<file path="src/rtl/keypad_pkg.sv">
// Shared definitions for the keypad scanner: default timing, FSM state
// encoding, frame-result encoding and the row/column to digit map.
package keypad_pkg;

  localparam int SCAN_CYCLES_DEF = 4;
  localparam int DEBOUNCE_DEF    = 3;

  // Debounce FSM states
  localparam logic [1:0] ST_ARMED   = 2'd0;
  localparam logic [1:0] ST_CONFIRM = 2'd1;
  localparam logic [1:0] ST_LOCKED  = 2'd2;

  // Frame classification results
  localparam logic [1:0] FR_NONE  = 2'd0;
  localparam logic [1:0] FR_KEY   = 2'd1;
  localparam logic [1:0] FR_GHOST = 2'd2;

  // Digit printed on the key at (row, col); row 3 (g) only carries 0 on col b
  function automatic logic [3:0] key_at(input logic [1:0] row, input logic [1:0] col);
    logic [3:0] n;
    if (row == 2'd3) begin
      n = 4'd0;
    end else begin
      n = ({2'b00, row} * 4'd3) + {2'b00, col} + 4'd1;
    end
    return n;
  endfunction

endpackage

</file>
<file path="src/rtl/keypad_code.sv">
// Combinational decode of one row's column sense lines into
// {hit, multi, number}. Unmapped positions on row g are ignored.
module keypad_code
  import keypad_pkg::*;
(
  input  logic [1:0] row,
  input  logic       a,
  input  logic       b,
  input  logic       c,
  output logic       hit,
  output logic       multi,
  output logic [3:0] number
);

  logic [2:0] cols_s;

  // Mask unmapped columns, then flag any/multiple closures and name the key
  always_comb begin
    if (row == 2'd3) begin
      cols_s = {1'b0, b, 1'b0};
    end else begin
      cols_s = {c, b, a};
    end
    hit   = |cols_s;
    multi = (cols_s[0] & cols_s[1]) | (cols_s[0] & cols_s[2]) | (cols_s[1] & cols_s[2]);
    if (cols_s[0]) begin
      number = key_at(row, 2'd0);
    end else if (cols_s[1]) begin
      number = key_at(row, 2'd1);
    end else if (cols_s[2]) begin
      number = key_at(row, 2'd2);
    end else begin
      number = 4'd0;
    end
  end

endmodule

</file>
<file path="src/rtl/keypad_scanner.sv">
// 4x3 matrix keypad scanner: one-hot row drive, per-frame classification,
// debounce FSM and a single-entry key holding register with overrun flag.
module keypad_scanner
  import keypad_pkg::*;
#(
  parameter int SCAN_CYCLES = SCAN_CYCLES_DEF,
  parameter int DEBOUNCE    = DEBOUNCE_DEF
) (
  input  logic       clock,
  input  logic       resetn,
  input  logic       a,
  input  logic       b,
  input  logic       c,
  output logic       d,
  output logic       e,
  output logic       f,
  output logic       g,
  output logic       key_valid,
  output logic [3:0] key_number,
  input  logic       key_ready,
  output logic       overrun
);

  localparam int CW = (SCAN_CYCLES > 1) ? $clog2(SCAN_CYCLES) : 1;
  localparam int DW = $clog2(DEBOUNCE + 1);
  localparam logic [CW-1:0] CYC_LAST = CW'(SCAN_CYCLES - 1);
  localparam logic [DW-1:0] DEB_MAX  = DW'(DEBOUNCE);
  localparam logic [DW-1:0] DEB_ONE  = DW'(1'b1);

  logic [CW-1:0] cyc_r;
  logic [1:0]    row_idx_r;
  logic [3:0]    row_oh_r;
  logic          slot_end_s, frame_end_s;

  logic          code_hit_s, code_multi_s;
  logic [3:0]    code_num_s;

  logic          seen_r, ghost_r;
  logic [3:0]    num_r;
  logic          acc_seen_s, acc_ghost_s;
  logic [3:0]    acc_num_s;
  logic [1:0]    frame_res_s;
  logic          frame_vld_r;
  logic [1:0]    frame_res_r;
  logic [3:0]    frame_num_r;

  logic [1:0]    state_r, state_s;
  logic [3:0]    cand_r, cand_s;
  logic [DW-1:0] cnt_r, cnt_s;
  logic          accept_s, consume_s;

  logic          valid_r, overrun_r;
  logic [3:0]    number_r;

  assign slot_end_s  = (cyc_r == CYC_LAST);
  assign frame_end_s = slot_end_s & (row_idx_r == 2'd3);
  assign consume_s   = valid_r & key_ready;

  keypad_code u_code (
    .row    (row_idx_r),
    .a      (a),
    .b      (b),
    .c      (c),
    .hit    (code_hit_s),
    .multi  (code_multi_s),
    .number (code_num_s)
  );

  // Row scan: hold each row SCAN_CYCLES cycles, rotate d->e->f->g->d
  always_ff @(posedge clock) begin
    if (!resetn) begin
      cyc_r     <= {CW{1'b0}};
      row_idx_r <= 2'd0;
      row_oh_r  <= 4'b0001;
    end else if (slot_end_s) begin
      cyc_r     <= {CW{1'b0}};
      row_idx_r <= row_idx_r + 2'd1;
      row_oh_r  <= {row_oh_r[2:0], row_oh_r[3]};
    end else begin
      cyc_r     <= cyc_r + CW'(1'b1);
      row_idx_r <= row_idx_r;
      row_oh_r  <= row_oh_r;
    end
  end

  // Fold the current row's decode into the running frame accumulation
  always_comb begin
    acc_seen_s  = seen_r;
    acc_ghost_s = ghost_r;
    acc_num_s   = num_r;
    if (code_multi_s || (code_hit_s && seen_r)) begin
      acc_ghost_s = 1'b1;
    end else if (code_hit_s) begin
      acc_seen_s = 1'b1;
      acc_num_s  = code_num_s;
    end else begin
      acc_seen_s = seen_r;
    end
    if (acc_ghost_s) begin
      frame_res_s = FR_GHOST;
    end else if (acc_seen_s) begin
      frame_res_s = FR_KEY;
    end else begin
      frame_res_s = FR_NONE;
    end
  end

  // Frame accumulator: sample on each slot's last cycle, publish at frame end
  always_ff @(posedge clock) begin
    if (!resetn) begin
      seen_r      <= 1'b0;
      ghost_r     <= 1'b0;
      num_r       <= 4'd0;
      frame_vld_r <= 1'b0;
      frame_res_r <= FR_NONE;
      frame_num_r <= 4'd0;
    end else if (frame_end_s) begin
      seen_r      <= 1'b0;
      ghost_r     <= 1'b0;
      num_r       <= 4'd0;
      frame_vld_r <= 1'b1;
      frame_res_r <= frame_res_s;
      frame_num_r <= acc_num_s;
    end else if (slot_end_s) begin
      seen_r      <= acc_seen_s;
      ghost_r     <= acc_ghost_s;
      num_r       <= acc_num_s;
      frame_vld_r <= 1'b0;
    end else begin
      frame_vld_r <= 1'b0;
    end
  end

  // Debounce FSM: evaluated once per published frame result
  always_comb begin
    state_s  = state_r;
    cand_s   = cand_r;
    cnt_s    = cnt_r;
    accept_s = 1'b0;
    if (frame_vld_r) begin
      case (state_r)
        ST_ARMED: begin
          if (frame_res_r == FR_KEY) begin
            cand_s = frame_num_r;
            if (DEB_MAX <= DEB_ONE) begin
              accept_s = 1'b1;
              state_s  = ST_LOCKED;
              cnt_s    = {DW{1'b0}};
            end else begin
              state_s = ST_CONFIRM;
              cnt_s   = DEB_ONE;
            end
          end else begin
            state_s = ST_ARMED;
          end
        end
        ST_CONFIRM: begin
          if (frame_res_r == FR_KEY) begin
            if (frame_num_r == cand_r) begin
              if ((cnt_r + DEB_ONE) >= DEB_MAX) begin
                accept_s = 1'b1;
                state_s  = ST_LOCKED;
                cnt_s    = {DW{1'b0}};
              end else begin
                cnt_s = cnt_r + DEB_ONE;
              end
            end else begin
              cand_s = frame_num_r;
              cnt_s  = DEB_ONE;
            end
          end else begin
            state_s = ST_ARMED;
            cnt_s   = {DW{1'b0}};
          end
        end
        ST_LOCKED: begin
          if (frame_res_r == FR_NONE) begin
            if ((cnt_r + DEB_ONE) >= DEB_MAX) begin
              state_s = ST_ARMED;
              cnt_s   = {DW{1'b0}};
            end else begin
              cnt_s = cnt_r + DEB_ONE;
            end
          end else begin
            cnt_s = {DW{1'b0}};
          end
        end
        default: begin
          state_s = ST_ARMED;
          cnt_s   = {DW{1'b0}};
        end
      endcase
    end else begin
      state_s = state_r;
    end
  end

  // FSM state register
  always_ff @(posedge clock) begin
    if (!resetn) begin
      state_r <= ST_ARMED;
      cand_r  <= 4'd0;
      cnt_r   <= {DW{1'b0}};
    end else begin
      state_r <= state_s;
      cand_r  <= cand_s;
      cnt_r   <= cnt_s;
    end
  end

  // Key holding register: load on accept, clear on consume, flag dropped keys
  always_ff @(posedge clock) begin
    if (!resetn) begin
      valid_r   <= 1'b0;
      number_r  <= 4'd0;
      overrun_r <= 1'b0;
    end else if (accept_s && (!valid_r || consume_s)) begin
      valid_r   <= 1'b1;
      number_r  <= frame_num_r;
      overrun_r <= 1'b0;
    end else if (accept_s) begin
      overrun_r <= 1'b1;
    end else if (consume_s) begin
      valid_r   <= 1'b0;
      overrun_r <= 1'b0;
    end else begin
      overrun_r <= 1'b0;
    end
  end

  assign d          = row_oh_r[0];
  assign e          = row_oh_r[1];
  assign f          = row_oh_r[2];
  assign g          = row_oh_r[3];
  assign key_valid  = valid_r;
  assign key_number = number_r;
  assign overrun    = overrun_r;

endmodule

</file>
<file path="config.mk">
export PLATFORM = sky130hd
export DESIGN_NAME = keypad_scanner
export DESIGN_NICKNAME = d
export VERILOG_FILES = /design/src/rtl/keypad_pkg.sv /design/src/rtl/keypad_code.sv /design/src/rtl/keypad_scanner.sv
export SDC_FILE = /design/constraint.sdc
export NUM_CORES = 1
export LEC_CHECK = 0
export BUFFER_PORTS_ARGS = -buffer_cell sky130_fd_sc_hd__buf_2
export CAP_MARGIN = 15
export CORE_MARGIN = 2
export CORE_UTILIZATION = 45
export DETAILED_ROUTE_END_ITERATION = 6
export RECOVER_POWER = 100
export SLEW_MARGIN = 30
export SYNTH_ARGS = -nofsm -noshare
export SYNTH_HDL_FRONTEND = slang
export SYNTH_SLANG_ARGS = --single-unit
</file>
<file path="constraint.sdc">
create_clock -name clock -period 3.65 [get_ports clock]
set_input_delay 1.095 -clock clock [delete_from_list [all_inputs] [get_ports clock]]
set_output_delay 1.095 -clock clock [all_outputs]
set_load 0.05 [all_outputs]
</file>
==> summary.md, run 1 <==
| Metric | Value |
|---|---|
| CP most frequent cell | `clkbuf_1` |
| Synth top cells by count | `dfxtp_1 (35), nand2_1 (18), nor2b_1 (18), mux2i_1 (14), nor2_1 (12)` |
| Hold path startpoint | `cyc_r[0]` |
| Max incr delay on CP | `0.75 ns` |
| Die Ht | `66.3 um` |
| Pwr/cell area | `448 nW/um2` |
| MaxCap Viol Count | `0` |
| Synth Register Bits | `35` |
| PortBufs | `15` |
| Post-cts hold buffer count | `0` |
| Top Metal Used | `met4` |
| First-pass GRT wire length | `5390 um` |
| Clk buf depth | `2` |
| Lkg Pwr | `0.778 nW` |
| Number of remaining DRC errors | `0` |
| Mapped Area | `1750 um2` |
| Die ar. | `4390 um2` |
| Class of the worst hold path | `reg2reg` |
| Final std cells w/o fill | `256` |
| CTS clock-pin slew for the worst setup and hold paths | `0.07 ns` |
| CTS H-tree lvls | `2` |
| Num CTS Buffers | `5` |
| Final setup fails | `0` |
| Crit end category | `flip-flop` |
| TNS Setup | `0 ns` |
| Clk_lat worst skew | `0.29 ns` |
| Synth Flop Type | `dfxtp_1` |
| Diodes inserted | `0` |
| CP Launch Type | `primary input` |
| Starting density of the core | `0.473` |
| Met2 WL post-DR | `1490 um` |
| Fin crit share | `0.689` |
| Post-synth EDFFs | `0` |
| Synth unique cells | `46` |
| Register-to-Register Path Depth | `6` |
| Sequential share of the synthesized area | `0.401` |
| Worst Path Arrival | `2.72 ns` |
| Skew final | `0.0116 ns` |
| Endpoints failing hold | `0` |
| Slew margin rel. | `0.307` |
| Antenna violations before repair | `0` |
| Peak VDD IR | `0.254 mV` |
| Routed vias/inst | `5.51` |
| Detail Route Antenna Nets | `0` |
| Worst flop-to-flop path startpoint | `row_idx_r[0]` |
| CTS root buf | `clkbuf_8` |
| Filler Cell Count | `370` |
| Final wirelength | `3140 um` |
| Syn_nets | `206` |
| Synthesis-to-layout area growth | `11.3%` |
| Area of the multi-input gates | `961 um2` |
| Detailed route wirelength on metal3 | `101 um` |
| GRT overflow | `0` |
| Final HPWL DP | `2300 um` |
| Number of setup buffers added after CTS | `0` |
| Final nets | `219` |
| Die width | `66.3 um` |
| Synth Instances | `194` |
| CTS Sinks | `35` |
| Critical Path RT | `3.85 ns` |
| Area leader, netlist | `dfxtp_1` |
| Placed Cells | `248` |
| Vias | `1410` |
| RD Place Congestion | `0.778` |
| Layout cells sized above 1 | `0.0865` |
| Crit Path Class | `in2reg` |
| FF/Latch Area | `701 um2` |
| Reg2Reg Setup Slack | `1.56 ns` |
| Yosys warnings | `0` |
| Synth async-reset ratio | `0` |
| Worst Path Max Fanout | `29` |
| Mapped Avg Cell Area | `9.00 um2` |
| Slew @ Worst Pin | `1.04 ns` |
| Pin count of the biggest net entering global routing | `30` |
| Fmax | `398 MHz` |
| Std-Cell Rows | `22` |
| Drt first pass iters | `4` |
| Slew Viols, Final | `0` |
| Minimum clock period | `2.51 ns` |
| Worst hold path cell count | `1` |
| Ports | `16` |
| Core Area | `3690 um2` |
| RR Endpoint | `frame_res_r[0]` |
| Hold Path Sink | `cyc_r[0]` |
| Max stage delay cell, worst path | `clkbuf_1` |
| CTS tree | `done` |
| Top cells by area, synth | `dfxtp_1 (40%), mux2i_1 (8.0%), nor2b_1 (6.5%)` |
| Vias in the first global route | `1221` |
| Synth top area share | `0.401` |
| 1st-iter DRT viols | `79` |
| Post-route met1 wirelength | `1500 um` |
| Outcome | `finished clean` |
| Most frequent cell after synthesis | `dfxtp_1` |
| RSZ-0062 raised after global routing | `false` |
| Routed WL per cell | `12.3 um` |
| Total Power | `0.871 mW` |
| CTS resizes | `0` |
| Cell breakdown of the critical path | `clkbuf_1 -> a21boi_0 -> clkbuf_1 -> nor3b_1` |
| GRT Util Overall | `0.158` |
==> placed cells by master (no fill, tap or decap), types with 5 or more instances in the layout <==
cell type	synthesis	final
nor2b_1	18	18
a21oi_1	9	9
xor2_1	5	5
inv_1	5	5
clkbuf_1	6	13
mux2i_1	14	14
nor2_1	12	12
nand3_1	6	6
o21ai_0	9	9
nand2_1	18	18
clkbuf_8	0	5
ha_1	6	6
dfxtp_1	35	35
==> kinds of logic after synthesis <==
group | Yosys count | share of synthesized area
multiplexers | 14 | 0.0803
AND/OR/NAND/NOR | 76 | 0.239
XOR/XNOR | 6 | 0.0301
flip-flops | 35 | 0.401
AO/OA/AOI/OAI | 41 | 0.162
adder cells (fa/ha/maj) | 6 | 0.0430
buffers and inverters | 16 | 0.0437
==> how the worst max path moves through the flow <==
stage,slack [ns],end,start,depth (start not counted)
6_report,1.14,num_r[2],resetn,4
5_1_grt,0.86,num_r[2],resetn,4
4_1_cts,1.35,frame_res_r[0],b,6
3_5_place_dp,1.06,frame_res_r[0],b,6
3_3_place_gp,1.14,frame_res_r[0],b,6
2_1_floorplan,1.38,frame_res_r[0],b,7
==> where the power goes <==
group | leakage, nW | switching [mW] | internal (mW)
registers | 0.283 | 0.00574 | 0.389
logic | 0.430 | 0.0422 | 0.0265
clock network | 0.0654 | 0.134 | 0.273
==> worst max-delay path: cells and delay by family <==
kind / cells / cell delay (ns)
AND/OR/NAND/NOR: 1 / 0.23
buffers and inverters: 2 / 1.14
AO/OA/AOI/OAI: 1 / 0.25
==> per-layer routing <==
metal,track usage,vias to the layer above
li1,-,703
met3,0.0460,7
met5,0,-
met4,0.0459,0
met2,0.265,34
met1,0.194,666
==> stage by stage <==
step / area [um2] / setup slack [ns] / hold slack (ns) / utilization
after floorplan: 1750 / 1.38 / 0.403 / -
after global placement: 1830 / 1.14 / 0.415 / 0.497
after detailed placement: 1830 / 1.06 / 0.419 / 0.497
after CTS: 1970 / 1.35 / 0.433 / 0.533
after global routing: 1940 / 0.856 / 0.462 / 0.526
final: 1940 / 1.14 / 0.434 / 0.526
==> state kept, by name, summed over array words and instances (netlist names) <==
register,count
key_valid,1
frame_vld_r,1
key_number,4
cnt_r,2
ghost_r,1
state_r,2
overrun,1
num_r,4
seen_r,1
row_idx_r,2
cand_r,4
frame_num_r,4
cyc_r,2
frame_res_r,2
row_oh_r,4
==> cell type report <==
class | count | area share
Tap cell | 48 | 0.0309
Timing Repair Buffer | 16 | 0.0335
Clock buffer | 6 | 0.0374
Sequential cell | 35 | 0.361
Clock inverter | 2 | 0.0309
Inverter | 6 | 0.0116
Multi-Input combinational cell | 143 | 0.495
Power figures use the tool's default switching activity.
==> inputs of run 2 (changes only) <==
--- a/config.mk
+++ b/config.mk
@@ -10,6 +10,7 @@
 export CORE_MARGIN = 2
 export CORE_UTILIZATION = 45
 export DETAILED_ROUTE_END_ITERATION = 6
+export PLACE_DENSITY = 0.66
 export RECOVER_POWER = 100
 export SLEW_MARGIN = 30
 export SYNTH_ARGS = -nofsm -noshare
==> constraint.sdc (replaced) <==
create_clock -name clock -period 2.1 [get_ports clock]
set_input_delay 0.63 -clock clock [delete_from_list [all_inputs] [get_ports clock]]
set_output_delay 0.63 -clock clock [all_outputs]
set_load 0.05 [all_outputs]
==> run 2 against run 1 <==
Net effect: first-iteration DRC count is 28% lower; register-to-register slack worse by 1.4 ns; highest routed layer unchanged; via count shrank 1.2%; combinational power increased by 91%.
==> summary.md, run 2 (synthesis gave the netlist of run 1 again) <==
| Metric | Value |
|---|---|
| Diodes inserted | `0` |
| Dpl ws | `0.0989 ns` |
| Worst flop-to-flop path startpoint | `row_idx_r[0]` |
| CTS resizes | `0` |
| Pin count of the biggest net entering global routing | `25` |
| Fmax | `528 MHz` |
| Routed WL per cell | `12.9 um` |
| Pwr/cell area | `683 nW/um2` |
| Starting density of the core | `0.473` |
| Endpoints failing hold | `0` |
| Final std cells w/o fill | `260` |
| Clk_lat worst skew | `0.28 ns` |
| CTS Sinks | `35` |
| Core Area | `3690 um2` |
| Slew @ Worst Pin | `0.617 ns` |
| Vias | `1393` |
| Vias in the first global route | `1330` |
| Hold Path Sink | `cyc_r[0]` |
| Clk buf depth | `2` |
| Total Power | `1.34 mW` |
| Hold slack | `0.426 ns` |
| Number of setup buffers added after CTS | `0` |
| Fin crit share | `0.903` |
| Detail Route Antenna Nets | `0` |
| Critical Path RT | `2.29 ns` |
| CP Launch Type | `flip-flop` |
| Final nets | `223` |
| Max incr delay on CP | `0.48 ns` |
| Ports | `16` |
| Max stage delay cell, worst path | `dfxtp_1` |
| RD Place Congestion | `0.728` |
| Synthesis-to-layout area growth | `12.1%` |
| Crit end category | `flip-flop` |
| GRT overflow | `0` |
| Class of the worst hold path | `reg2reg` |
| Outcome | `finished clean` |
| Cell breakdown of the critical path | `ha_1 -> nand2b_1 -> mux2i_1 -> a211o_1 -> buf_12 -> nor2_2 -> o41ai_2` |
| 1st-iter DRT viols | `57` |
| Post-route design area | `1960 um2` |
| Worst Path Arrival | `2.09 ns` |
| Skew final | `0.00496 ns` |
| Routed vias/inst | `5.36` |
| Setup WS post-layout | `0.205 ns` |
| Cell Area, Placed | `1880 um2` |
| Slew Viols, Final | `0` |
| Num CTS Buffers | `5` |
| Die width | `66.3 um` |
| Slew margin rel. | `0.589` |
| Number of remaining DRC errors | `0` |
| Peak VDD IR | `0.454 mV` |
| Post-cts hold buffer count | `0` |
| CTS tree | `done` |
| Final HPWL DP | `2530 um` |
| Lkg Pwr | `0.793 nW` |
| Die ar. | `4390 um2` |
| Final wirelength | `3360 um` |
| TNS Setup | `0 ns` |
| Worst Path Max Fanout | `10` |
| Minimum clock period | `1.90 ns` |
| MaxCap Viol Count | `0` |
| Layout cells sized above 1 | `0.108` |
| RR Endpoint | `frame_res_r[0]` |
| Register-to-Register Path Depth | `7` |
| Crit Path Class | `reg2reg` |
| Drt first pass iters | `4` |
| Most common cell after layout, fill and taps aside | `dfxtp_1` |
| Reg2Reg Setup Slack | `0.20 ns` |
| Worst hold path cell count | `1` |
| RSZ-0062 raised after global routing | `false` |
| Std-Cell Rows | `22` |
| Hold path startpoint | `cyc_r[0]` |
| Most frequent cells in the layout | `dfxtp_1 (35), nor2b_1 (18), nand2_1 (18), mux2i_1 (14), clkbuf_1 (13)` |
| CTS H-tree lvls | `2` |
| Final setup fails | `0` |
| CTS clock-pin slew for the worst setup and hold paths | `0.07 ns` |
| Final Core Density | `0.531` |
| Placed Cells | `252` |
| GRT Util Overall | `0.174` |
| PortBufs | `15` |
| Die Ht | `66.3 um` |
| CTS root buf | `clkbuf_8` |
| First-pass GRT wire length | `5790 um` |
| Antenna violations before repair | `0` |
run 2: area by class of cell:
class,instances,area [um2]
Sequential cell,35,701
Fill cell,356,1730
Clock buffer,8,100
Inverter,6,22.5
Tap cell,48,60.1
Timing Repair Buffer,20,105
Multi-Input combinational cell,143,968
run 2: worst max-delay path: cells and delay by family, from the launching register on:
family / cells / cell delay, ns
buf+inv: 1 / 0.14
fa+ha+maj: 1 / 0.26
compound gates: 2 / 0.48
flops: 1 / 0.48
simple gates: 2 / 0.21
mux: 1 / 0.23
run 2: where the power goes:
part           internal, mW  leakage (nW)  switching [mW]
sequential            0.677         0.283          0.0104
combinational        0.0549         0.459          0.0757
clock                 0.299        0.0515           0.220
total                  1.03         0.793           0.306
run 2: worst max-delay path by stage:
stage,slack [ns],start,end
2_1_floorplan,0.29,b,frame_res_r[0]
3_3_place_gp,0.17,b,frame_res_r[0]
3_5_place_dp,0.1,b,frame_res_r[0]
4_1_cts,0.19,row_idx_r[0],frame_res_r[0]
5_1_grt,0.05,row_idx_r[0],num_r[3]
6_report,0.20,row_idx_r[0],frame_res_r[0]
run 2: layer usage:
layer | part of all wire | GRT usage
met1 | 0.44 | 0.188
met3 | 0.034 | 0.0681
met2 | 0.52 | 0.315
met5 | 0 | 0
met4 | 0.012 | 0.0459
==> inputs of run 3 (changes only) <==
--- a/config.mk
+++ b/config.mk
@@ -7,11 +7,13 @@
 export LEC_CHECK = 0
 export BUFFER_PORTS_ARGS = -buffer_cell sky130_fd_sc_hd__buf_2
 export CAP_MARGIN = 15
+export CORE_ASPECT_RATIO = 1.2
 export CORE_MARGIN = 2
 export CORE_UTILIZATION = 45
 export DETAILED_ROUTE_END_ITERATION = 6
 export PLACE_DENSITY = 0.66
 export RECOVER_POWER = 100
+export REMOVE_ABC_BUFFERS = 1
 export SLEW_MARGIN = 30
 export SYNTH_ARGS = -nofsm -noshare
 export SYNTH_HDL_FRONTEND = slang
==> run 3 against run 2 <==
Net effect: total power down 3.4%; maximum frequency down 1.8%; clock skew down 0.0013 ns; critical path depth unchanged; final area down 0.58%; die area about the same; clock power down 8.3%; worst setup slack worse by 0.035 ns; clock-buffer cell count down 2; flip-flop and latch count unchanged; worst hold slack worse by 0.0014 ns; first-iteration DRC count up 1.8%; largest power group unchanged; highest routed layer unchanged.
==> summary.md, run 3 (synthesis gave the netlist of run 1 again) <==
| Metric | Value |
|---|---|
| Fmax | `518 MHz` |
| Die Ht | `72.2 um` |
| Endpoints failing hold | `0` |
| Crit end category | `flip-flop` |
| Reg power frac | `0.532` |
| Final HPWL DP | `2470 um` |
| Post-route design area | `1950 um2` |
| Die width | `60.9 um` |
| Starting density of the core | `0.476` |
| P_int | `0.988 mW` |
| Hold slack | `0.425 ns` |
| CP Launch Type | `flip-flop` |
| Die ar. | `4400 um2` |
| CTS root buf | `clkbuf_8` |
| Lkg Pwr | `0.787 nW` |
| Final setup fails | `0` |
| Minimum clock period | `1.93 ns` |
| GRT Util Overall | `0.171` |
| Number of remaining DRC errors | `0` |
| Worst Path Max Fanout | `10` |
| RR Endpoint | `frame_res_r[0]` |
| Drt first pass iters | `4` |
| Filler Cell Count | `372` |
| Cell breakdown of the critical path | `ha_1 -> or2b_1 -> mux2i_1 -> a211o_1 -> buf_12 -> nor2_2 -> o41ai_2` |
| Skew final | `0.00369 ns` |
| 1st-iter DRT viols | `58` |
| First-pass GRT wire length | `5730 um` |
| CTS clock-pin slew for the worst setup and hold paths | `0.06 ns` |
| Std-Cell Rows | `24` |
| Detail Route Antenna Nets | `0` |
| Clk_lat worst skew | `0.28 ns` |
| Psw | `0.303 mW` |
| Crit Path Class | `reg2reg` |
| Antenna violations before repair | `0` |
| FF/Latch Area | `701 um2` |
| Most frequent cells in the layout | `dfxtp_1 (35), nor2b_1 (18), nand2_1 (18), mux2i_1 (14), nor2_1 (12)` |
| Cell Area, Placed | `1870 um2` |
| Final nets | `222` |
| Dpl ws | `0.0971 ns` |
| Ports | `16` |
| Area of the multi-input gates | `968 um2` |
| Register-to-Register Path Depth | `7` |
| GRT overflow | `0` |
| Clk buf depth | `2` |
| Final wirelength | `3210 um` |
| Pin count of the biggest net entering global routing | `28` |
| Critical Path RT | `2.29 ns` |
| Post-cts hold buffer count | `0` |
| Fin crit share | `0.919` |
| Max incr delay on CP | `0.39 ns` |
| Slew @ Worst Pin | `0.607 ns` |
| PortBufs | `15` |
| Slew margin rel. | `0.597` |
| Most common cell after layout, fill and taps aside | `dfxtp_1` |
| CTS resizes | `0` |
| Core Area | `3660 um2` |
| Number of setup buffers added after CTS | `0` |
| Comb pwr share | `0.100` |
| Clk network pwr share | `0.368` |
| Hold path startpoint | `cyc_r[0]` |
| RD Place Congestion | `0.826` |
| Routed WL per cell | `12.2 um` |
| Layout cells sized above 1 | `0.110` |
| Class of the worst hold path | `reg2reg` |
| Peak VDD IR | `0.473 mV` |
| Hold Path Sink | `cyc_r[0]` |
| Pwr/cell area | `664 nW/um2` |
| Setup WS post-layout | `0.169 ns` |
| MaxCap Viol Count | `0` |
| Worst hold path cell count | `1` |
| Diodes inserted | `0` |
| TNS Setup | `0 ns` |
| CTS tree | `done` |
| Worst flop-to-flop path startpoint | `row_idx_r[0]` |
| Synthesis-to-layout area growth | `11.5%` |
| CTS H-tree lvls | `2` |
| Max stage delay cell, worst path | `dfxtp_1` |
| CTS Sinks | `35` |
| Routed vias/inst | `5.28` |
| Vias | `1384` |
| RSZ-0062 raised after global routing | `true` |
| Reg2Reg Setup Slack | `0.17 ns` |
| Sw Ratio | `0.235` |
| Slew Viols, Final | `0` |
| Outcome | `finished clean` |
| Vias in the first global route | `1377` |
| Worst Path Arrival | `2.12 ns` |
| Num CTS Buffers | `5` |
[run 3: metal layers]
layer | up-vias | global-route usage | share of wire
li1 | 704 | - | -
met1 | 648 | 0.181 | 0.41
met2 | 25 | 0.308 | 0.53
met3 | 7 | 0.0606 | 0.039
met4 | 0 | 0.0507 | 0.013
met5 | - | 0 | 0
[run 3: worst max path at each step]
stage / endpoint / from / slack [ns] / cells after the start
after global placement: frame_res_r[0] / b / 0.18 / 7
after detailed placement: frame_res_r[0] / b / 0.1 / 7
after floorplan: frame_res_r[0] / row_idx_r[0] / 0.29 / 6
final: frame_res_r[0] / row_idx_r[0] / 0.17 / 7
after global routing: num_r[3] / row_idx_r[0] / -0.04 / 6
after CTS: num_r[1] / row_idx_r[0] / 0.15 / 6
[run 3: worst max-delay path, delay by kind of cell, from the launching register on]
kind / cells / cell delay (ns)
fa+ha+maj: 1 / 0.32
mux: 1 / 0.19
compound gates: 2 / 0.50
flops: 1 / 0.39
simple gates: 2 / 0.32
buf+inv: 1 / 0.13
[run 3: cell type report]
cell class,instances,area share
clock buffer,6,0.0424
clock inverter,1,0.00257
inverter,6,0.0116
multi-input combinational,143,0.498
sequential,35,0.360
tap,52,0.0334
timing repair buffer,19,0.0521
[run 3: power by group through the flow]
stage	Sequential (mW)	Combinational (mW)	Clock (mW)
floorplan	0.710	0.0758	0
global route	0.688	0.144	0.524
finish	0.687	0.129	0.476
detailed placement	0.702	0.131	0
CTS	0.686	0.132	0.494
global placement	0.701	0.128	0
[run 3: per-stage QoR]
stage | utilization | power [mW] | instances
after CTS | 0.536 | 1.31 | 262
final | 0.531 | 1.29 | 262
after global routing | 0.531 | 1.36 | 262
after detailed placement | 0.512 | 0.833 | 255
after floorplan | - | 0.785 | 184
after global placement | 0.512 | 0.829 | 255
